`config.mk`:
```
export PLATFORM = sky130hd
export DESIGN_NAME = cycle_sequencer
export DESIGN_NICKNAME = d
export VERILOG_FILES = /design/src/rtl/cycle_sequencer_pkg.sv /design/src/rtl/cycle_sequencer_wait_timer.sv /design/src/rtl/cycle_sequencer.sv
export SDC_FILE = /design/constraint.sdc
export NUM_CORES = 1
export LEC_CHECK = 0
export ABC_AREA = 1
export CAP_MARGIN = 20
export CORE_UTILIZATION = 37
export CTS_BUF_LIST = sky130_fd_sc_hd__clkbuf_8 sky130_fd_sc_hd__clkbuf_16
export DETAILED_ROUTE_END_ITERATION = 16
export MAX_ROUTING_LAYER = met4
export PLACE_DENSITY = 0.79
export SETUP_SLACK_MARGIN = 0.2
export SLEW_MARGIN = 40
export SYNTH_ARGS = -nofsm -noshare
export SYNTH_HDL_FRONTEND = slang
export SYNTH_SLANG_ARGS = --single-unit
```
`constraint.sdc`:
```
create_clock -name clk -period 1.5 [get_ports clk]
set_clock_uncertainty 0.15 [all_clocks]
set_input_delay 0.225 -clock clk [delete_from_list [all_inputs] [get_ports clk]]
set_output_delay 0.225 -clock clk [all_outputs]
set_load 0.01 [all_outputs]
```
`src/rtl/cycle_sequencer_pkg.sv`:
```
// -----------------------------------------------------------------------------
// cycle_sequencer_pkg
// Shared CPU definitions used by the cycle sequencer and by control:
//   seq_state_t      - sequencer state encoding (C0, C1, INT, ERR)
//   IRQ_VEC_DEFAULT  - default interrupt jump target
//   TIMER_W          - width of the memory wait counter
// -----------------------------------------------------------------------------
package cycle_sequencer_pkg;

  typedef enum logic [1:0] {
    ST_C0  = 2'd0,  // first cycle of every instruction
    ST_C1  = 2'd1,  // memory second cycle, may stretch with wait states
    ST_INT = 2'd2,  // single interrupt-entry cycle
    ST_ERR = 2'd3   // halted after a memory timeout, left only by rst
  } seq_state_t;

  localparam logic [7:0] IRQ_VEC_DEFAULT = 8'h08;
  localparam int         TIMER_W         = 8;

endpackage

```
`src/rtl/cycle_sequencer_wait_timer.sv`:
```
// -----------------------------------------------------------------------------
// wait_timer
// Counts wait cycles spent in the memory second cycle and flags when the
// count has reached the configured timeout.
// Ports:
//   clk     in   system clock
//   rst     in   synchronous active-high reset, clears the count
//   i_clr   in   load-clear: force the count to zero
//   i_en    in   increment the count by one
//   o_count out  current count
//   o_term  out  count equals TIMEOUT
// -----------------------------------------------------------------------------
module wait_timer
  import cycle_sequencer_pkg::*;
#(
  parameter int unsigned TIMEOUT = 15
) (
  input  logic               clk,
  input  logic               rst,
  input  logic               i_clr,
  input  logic               i_en,
  output logic [TIMER_W-1:0] o_count,
  output logic               o_term
);

  localparam logic [TIMER_W-1:0] L_TERM = TIMER_W'(TIMEOUT);

  logic [TIMER_W-1:0] r_count;

  // The sequencer leaves C1 once the count hits TIMEOUT (at most 255), so a
  // plain increment can never wrap in normal use.
  always_ff @(posedge clk) begin
    if (rst || i_clr) begin
      r_count <= '0;
    end else if (i_en) begin
      r_count <= r_count + 1'b1;
    end
  end

  assign o_count = r_count;
  assign o_term  = (r_count == L_TERM);

endmodule

```
`src/rtl/cycle_sequencer.sv`:
```
// -----------------------------------------------------------------------------
// cycle_sequencer
// Two-cycle instruction sequencer with memory wait states, bus timeout and a
// single-cycle interrupt entry.
// Ports:
//   clk        in   system clock, all state changes on the rising edge
//   rst        in   synchronous active-high reset
//   inst[7:0]  in   current instruction byte; bit 7 selects a memory cycle
//   mem_ready  in   memory acknowledge for the current access
//   irq        in   level-sensitive interrupt request (sampled at boundaries)
//   nCLI       in   active-low clear-interrupt-enable strobe
//   ei         in   set-interrupt-enable pulse
//   cycle      out  1 in the memory second cycle
//   ncycle     out  complement of cycle
//   ir_load    out  latch next instruction byte
//   pc_inc     out  advance program counter
//   mem_req    out  memory access in progress
//   int_ack    out  interrupt-entry cycle
//   int_vec    out  IRQ_VEC during int_ack, else 0
//   ie         out  interrupt-enable flag
//   bus_err    out  sticky memory-timeout flag
// -----------------------------------------------------------------------------
module cycle_sequencer
  import cycle_sequencer_pkg::*;
#(
  parameter int unsigned TIMEOUT = 15,
  parameter logic [7:0]  IRQ_VEC = IRQ_VEC_DEFAULT
) (
  input  logic       clk,
  input  logic       rst,
  input  logic [7:0] inst,
  input  logic       mem_ready,
  input  logic       irq,
  input  logic       nCLI,
  input  logic       ei,
  output logic       cycle,
  output logic       ncycle,
  output logic       ir_load,
  output logic       pc_inc,
  output logic       mem_req,
  output logic       int_ack,
  output logic [7:0] int_vec,
  output logic       ie,
  output logic       bus_err
);

  seq_state_t r_state;
  seq_state_t w_next;

  logic r_ie;
  logic r_bus_err;

  logic w_cycle;
  logic w_ir_load;
  logic w_pc_inc;
  logic w_mem_req;
  logic w_int_ack;
  logic w_boundary;
  logic w_take_int;
  logic w_tmr_clr;
  logic w_tmr_en;
  logic w_tmr_term;

  logic [TIMER_W-1:0] w_tmr_count;
  logic               w_unused_sig;

  // Only the opcode class bit matters here; the count is exported for debug
  // visibility by the timer but not needed by the FSM.
  assign w_unused_sig = ^{inst[6:0], w_tmr_count};

  wait_timer #(
    .TIMEOUT (TIMEOUT)
  ) u_wait_timer (
    .clk     (clk),
    .rst     (rst),
    .i_clr   (w_tmr_clr),
    .i_en    (w_tmr_en),
    .o_count (w_tmr_count),
    .o_term  (w_tmr_term)
  );

  // The counter is held at zero whenever we are not in C1, so every entry to
  // C1 starts counting from 0.
  assign w_tmr_clr = (r_state != ST_C1);

  // An instruction boundary with a pending, enabled interrupt diverts to INT
  // instead of fetching; irq itself is never remembered.
  assign w_take_int = w_boundary && irq && r_ie;

  always_ff @(posedge clk) begin
    if (rst) begin
      r_state <= ST_C0;
    end else begin
      r_state <= w_next;
    end
  end

  always_comb begin
    w_next     = r_state;
    w_cycle    = 1'b0;
    w_ir_load  = 1'b0;
    w_pc_inc   = 1'b0;
    w_mem_req  = 1'b0;
    w_int_ack  = 1'b0;
    w_boundary = 1'b0;
    w_tmr_en   = 1'b0;

    case (r_state)
      ST_C0: begin
        if (inst[7]) begin
          w_next = ST_C1;
        end else begin
          w_boundary = 1'b1;
        end
      end

      ST_C1: begin
        w_cycle   = 1'b1;
        w_mem_req = 1'b1;
        // A ready on the terminal count still completes normally.
        if (mem_ready) begin
          w_boundary = 1'b1;
        end else if (w_tmr_term) begin
          w_next = ST_ERR;
        end else begin
          w_tmr_en = 1'b1;
        end
      end

      ST_INT: begin
        w_int_ack = 1'b1;
        w_next    = ST_C0;
      end

      ST_ERR: begin
        w_next = ST_ERR;
      end

      default: begin
        w_next = ST_C0;
      end
    endcase

    if (w_boundary) begin
      if (w_take_int) begin
        w_next = ST_INT;
      end else begin
        w_ir_load = 1'b1;
        w_pc_inc  = 1'b1;
        w_next    = ST_C0;
      end
    end
  end

  // Interrupt enable, highest priority first: reset, INT entry, nCLI, ei.
  always_ff @(posedge clk) begin
    if (rst) begin
      r_ie <= 1'b0;
    end else if (w_next == ST_INT) begin
      r_ie <= 1'b0;
    end else if (!nCLI) begin
      r_ie <= 1'b0;
    end else if (ei) begin
      r_ie <= 1'b1;
    end
  end

  always_ff @(posedge clk) begin
    if (rst) begin
      r_bus_err <= 1'b0;
    end else if (w_next == ST_ERR) begin
      r_bus_err <= 1'b1;
    end
  end

  // Strobes are masked while rst is high so an operation interrupted by reset
  // never advances the PC or loads the IR.
  assign cycle   = w_cycle   && !rst;
  assign ncycle  = ~cycle;
  assign ir_load = w_ir_load && !rst;
  assign pc_inc  = w_pc_inc  && !rst;
  assign mem_req = w_mem_req && !rst;
  assign int_ack = w_int_ack && !rst;
  assign int_vec = int_ack ? IRQ_VEC : 8'h00;
  assign ie      = r_ie;
  assign bus_err = r_bus_err;

endmodule

```
==> run metrics, run 1 <==
failing checks=negative setup slack; synthesized area per cell=6.50 um2; LEAKAGE=0.610 nW; final critical-path share of the clock period=113%; CP max FO=4; Hold Crit Depth=2; Max Root-Sink Buffers=2; Seq/Total Area, Yosys=32.4%; drt wl/cell=15.9 um; Antenna Nets Post-Route=0; Placed Cells=163; CP Class=reg2out; Antenna Cells=0; Crit. End Element=primary output; worst hold slack=0.310 ns; number of top-level pins=30; total CTS buffers=3; CTS tree=done; Post-Syn Instances=114; CP required=1.12 ns; Clock transition at path regs=0.06 ns; status=finished with violations; Max Freq=0.592 GHz; Arr. time, crit path=1.31 ns; die area=2180 um2; drt first pass iters=4; Setup-failing EPs final=6; CORE AREA=1800 um2; yosys warns=0; detailed placer's ending HPWL=1280 um; gpl congestion=0.838; port bufs=15; gr ovfl total=0; top cell type's share of synthesized area=32.4%; Max Cap Viol=0; WHS Endpoint=bus_err$_SDFFE_PP0N_; Adder-Cell Fraction of Synth Area=1.69%; R2R depth=9; Die X=46.7 um; Worst VDD drop=0.000682 V; Post-Synth Simple-Gate Area=33.1%; nature of the critical path startpoint=flop; Layout Nets=173; H-tree depth=1; register bit total from synthesis=12; Site Rows=15; first-pass GRT wire length=3240 um; gr usage total=22.2%; mux share of post-synthesis cell area=0%; Mapped Area=741 um2; initial antenna violation count=0; die height=46.7 um; vias per inst=5.11; HP Start=rst; PD cells=689 nW/um2; setup ws final=-0.188 ns; CTS sink count=12; final worst path period need=1.69 ns; final hold violation count=0; Initial DRC Count=42; largest family of logic cells by synthesized area=simple AND/OR/NAND/NOR gates; CTS Root Cell=clkbuf_8; Synth Area in XOR/XNOR=2.36%; top cells by area, synth=dfxtp_1, nand2_1, buf_4; # hold bufs at CTS=0; Area Overhead vs Synth=77.9%; Synth Area in Compound Gates=8.61%; vias in the first global route=769; Worst R2R Start=u_wait_timer.o_count[3]$_SDFFE_PN0P_; drt drc=0; Synth area leader=dfxtp_1; max-slew violations=0; ratio of cells with drive above 1 in the final layout=52.9%; RSZ-0062 raised after global routing=yes; largest net degree at the start of global routing=8; Initial Util=41.1%; r2r setup slk=-0.01 ns; Clock Latency Late Sink=0.24 ns; Unique masters post-synth=20; vias=930; Post-Route WL=2890 um; RR Endpoint=r_state[1]$_SDFF_PP0_; HP Class=in2reg; Final Non-Filler Cells=182
[kinds of logic after synthesis]
| family | Yosys count |
|---|---|
| AO/OA/AOI/OAI | 12 |
| adder cells (fa/ha/maj) | 1 |
| XOR/XNOR | 2 |
| buffers and inverters | 30 |
| flip-flops | 12 |
| other | 1 |
| AND/OR/NAND/NOR | 56 |
[routing by layer]
layer | track usage, % | share of wire, % | vias to the layer above
met5 | - | 0 | -
met4 | 9.14 | 3.5 | 0
met3 | 8.08 | 6.3 | 10
met2 | 38.6 | 57 | 53
met1 | 22.4 | 33 | 439
li1 | - | - | 428
[worst max-delay path, stage by stage (launching register included)]
cell     delay (ns)
dfxtp_2        0.35
inv_4          0.05
nand2_4        0.08
inv_2          0.04
nand2_2        0.07
nand2_4        0.07
nand3_2        0.07
nand2_2        0.08
nor2_4         0.14
buf_6          0.12
[area by class of cell]
class	count	area (um2)
flip-flops and latches	12	256
clock buffers	4	55.1
well taps	25	31.3
inverters	19	78.8
multi-input cells	78	508
fillers	122	484
repair buffers	44	388
[timing repair]
item	CTS	global route
setup endpoints to repair	19	19
pin swaps	9	13
resized for setup	61	26
buffers inserted	9	6
[worst max-delay path by stage]
stage,to,slack (ns),startpoint,cells past startpoint
final,pc_inc,-0.19,r_state[1]$_SDFF_PP0_,9
after global routing,ir_load,-0.22,r_state[0]$_SDFF_PP0_,7
after CTS,pc_inc,-0.11,r_state[1]$_SDFF_PP0_,9
after detailed placement,pc_inc,-0.60,inst[7],8
after global placement,ir_load,-0.55,inst[7],8
after floorplan,pc_inc,0.13,r_state[1]$_SDFF_PP0_,9
[report_power, final]
group | leakage (nW) | switching, W | internal, W | total, W
Combinational | 0.480 | 0.000108 | 0.000107 | 0.000216
Clock | 0.0288 | 0.000126 | 0.000232 | 0.000358
Sequential | 0.101 | 0.00000946 | 0.000324 | 0.000334
[synth_stat cells]
cell type   n
nor3b_1     1
conb_1      1
nor3_1      2
nand2_2     1
inv_2       4
o21ai_1     3
dfxtp_1    12
a21oi_1     8
inv_1      15
nor2_4      1
nor2_2      1
o2111ai_1   1
ha_1        1
buf_6       1
xor2_1      2
nand2_1    30
buf_4      10
nor2_1     11
nand3_1     5
nand4_1     4
[stage by stage]
stage / setup WS (ns) / total power (W) / area, um2 / util [%] / setup TNS [ns]
global route: -0.224 / 0.000938 / 1320 / 73.1 / -0.999
detailed placement: -0.596 / 0.000487 / 1000 / 55.5 / -4.35
CTS: -0.115 / 0.000876 / 1190 / 65.9 / -0.258
floorplan: 0.132 / 0.000430 / 803 / - / 0
global placement: -0.553 / 0.000484 / 1000 / 55.5 / -3.91
finish: -0.188 / 0.000908 / 1320 / 73.1 / -0.712
[sequential cells by signal, summed over array words and instances, names as in the netlist]
signal and flops:
bus_err 1, ie 1, r_state 2, u_wait_timer.o_count 8
[layout by cell type (no fill, tap or decap), types with 4 or more instances in the layout]
cell	n
buf_4	22
nor2_4	5
dfxtp_1	5
a21oi_2	6
conb_1	7
nand4_1	4
clkdlybuf4s50_1	4
nor2_1	6
dfxtp_2	4
buf_6	12
clkbuf_8	4
nand2_2	6
inv_1	13
nand2_1	20
nand2_4	5
No activity file was read; power rests on OpenSTA's default activity.
==> run 2, diff against run 1 <==
SLEW_MARGIN = 20   (was 40)
==> results of run 2 <==
No change in the layout: final DEF, timing and power equal those of run 1.
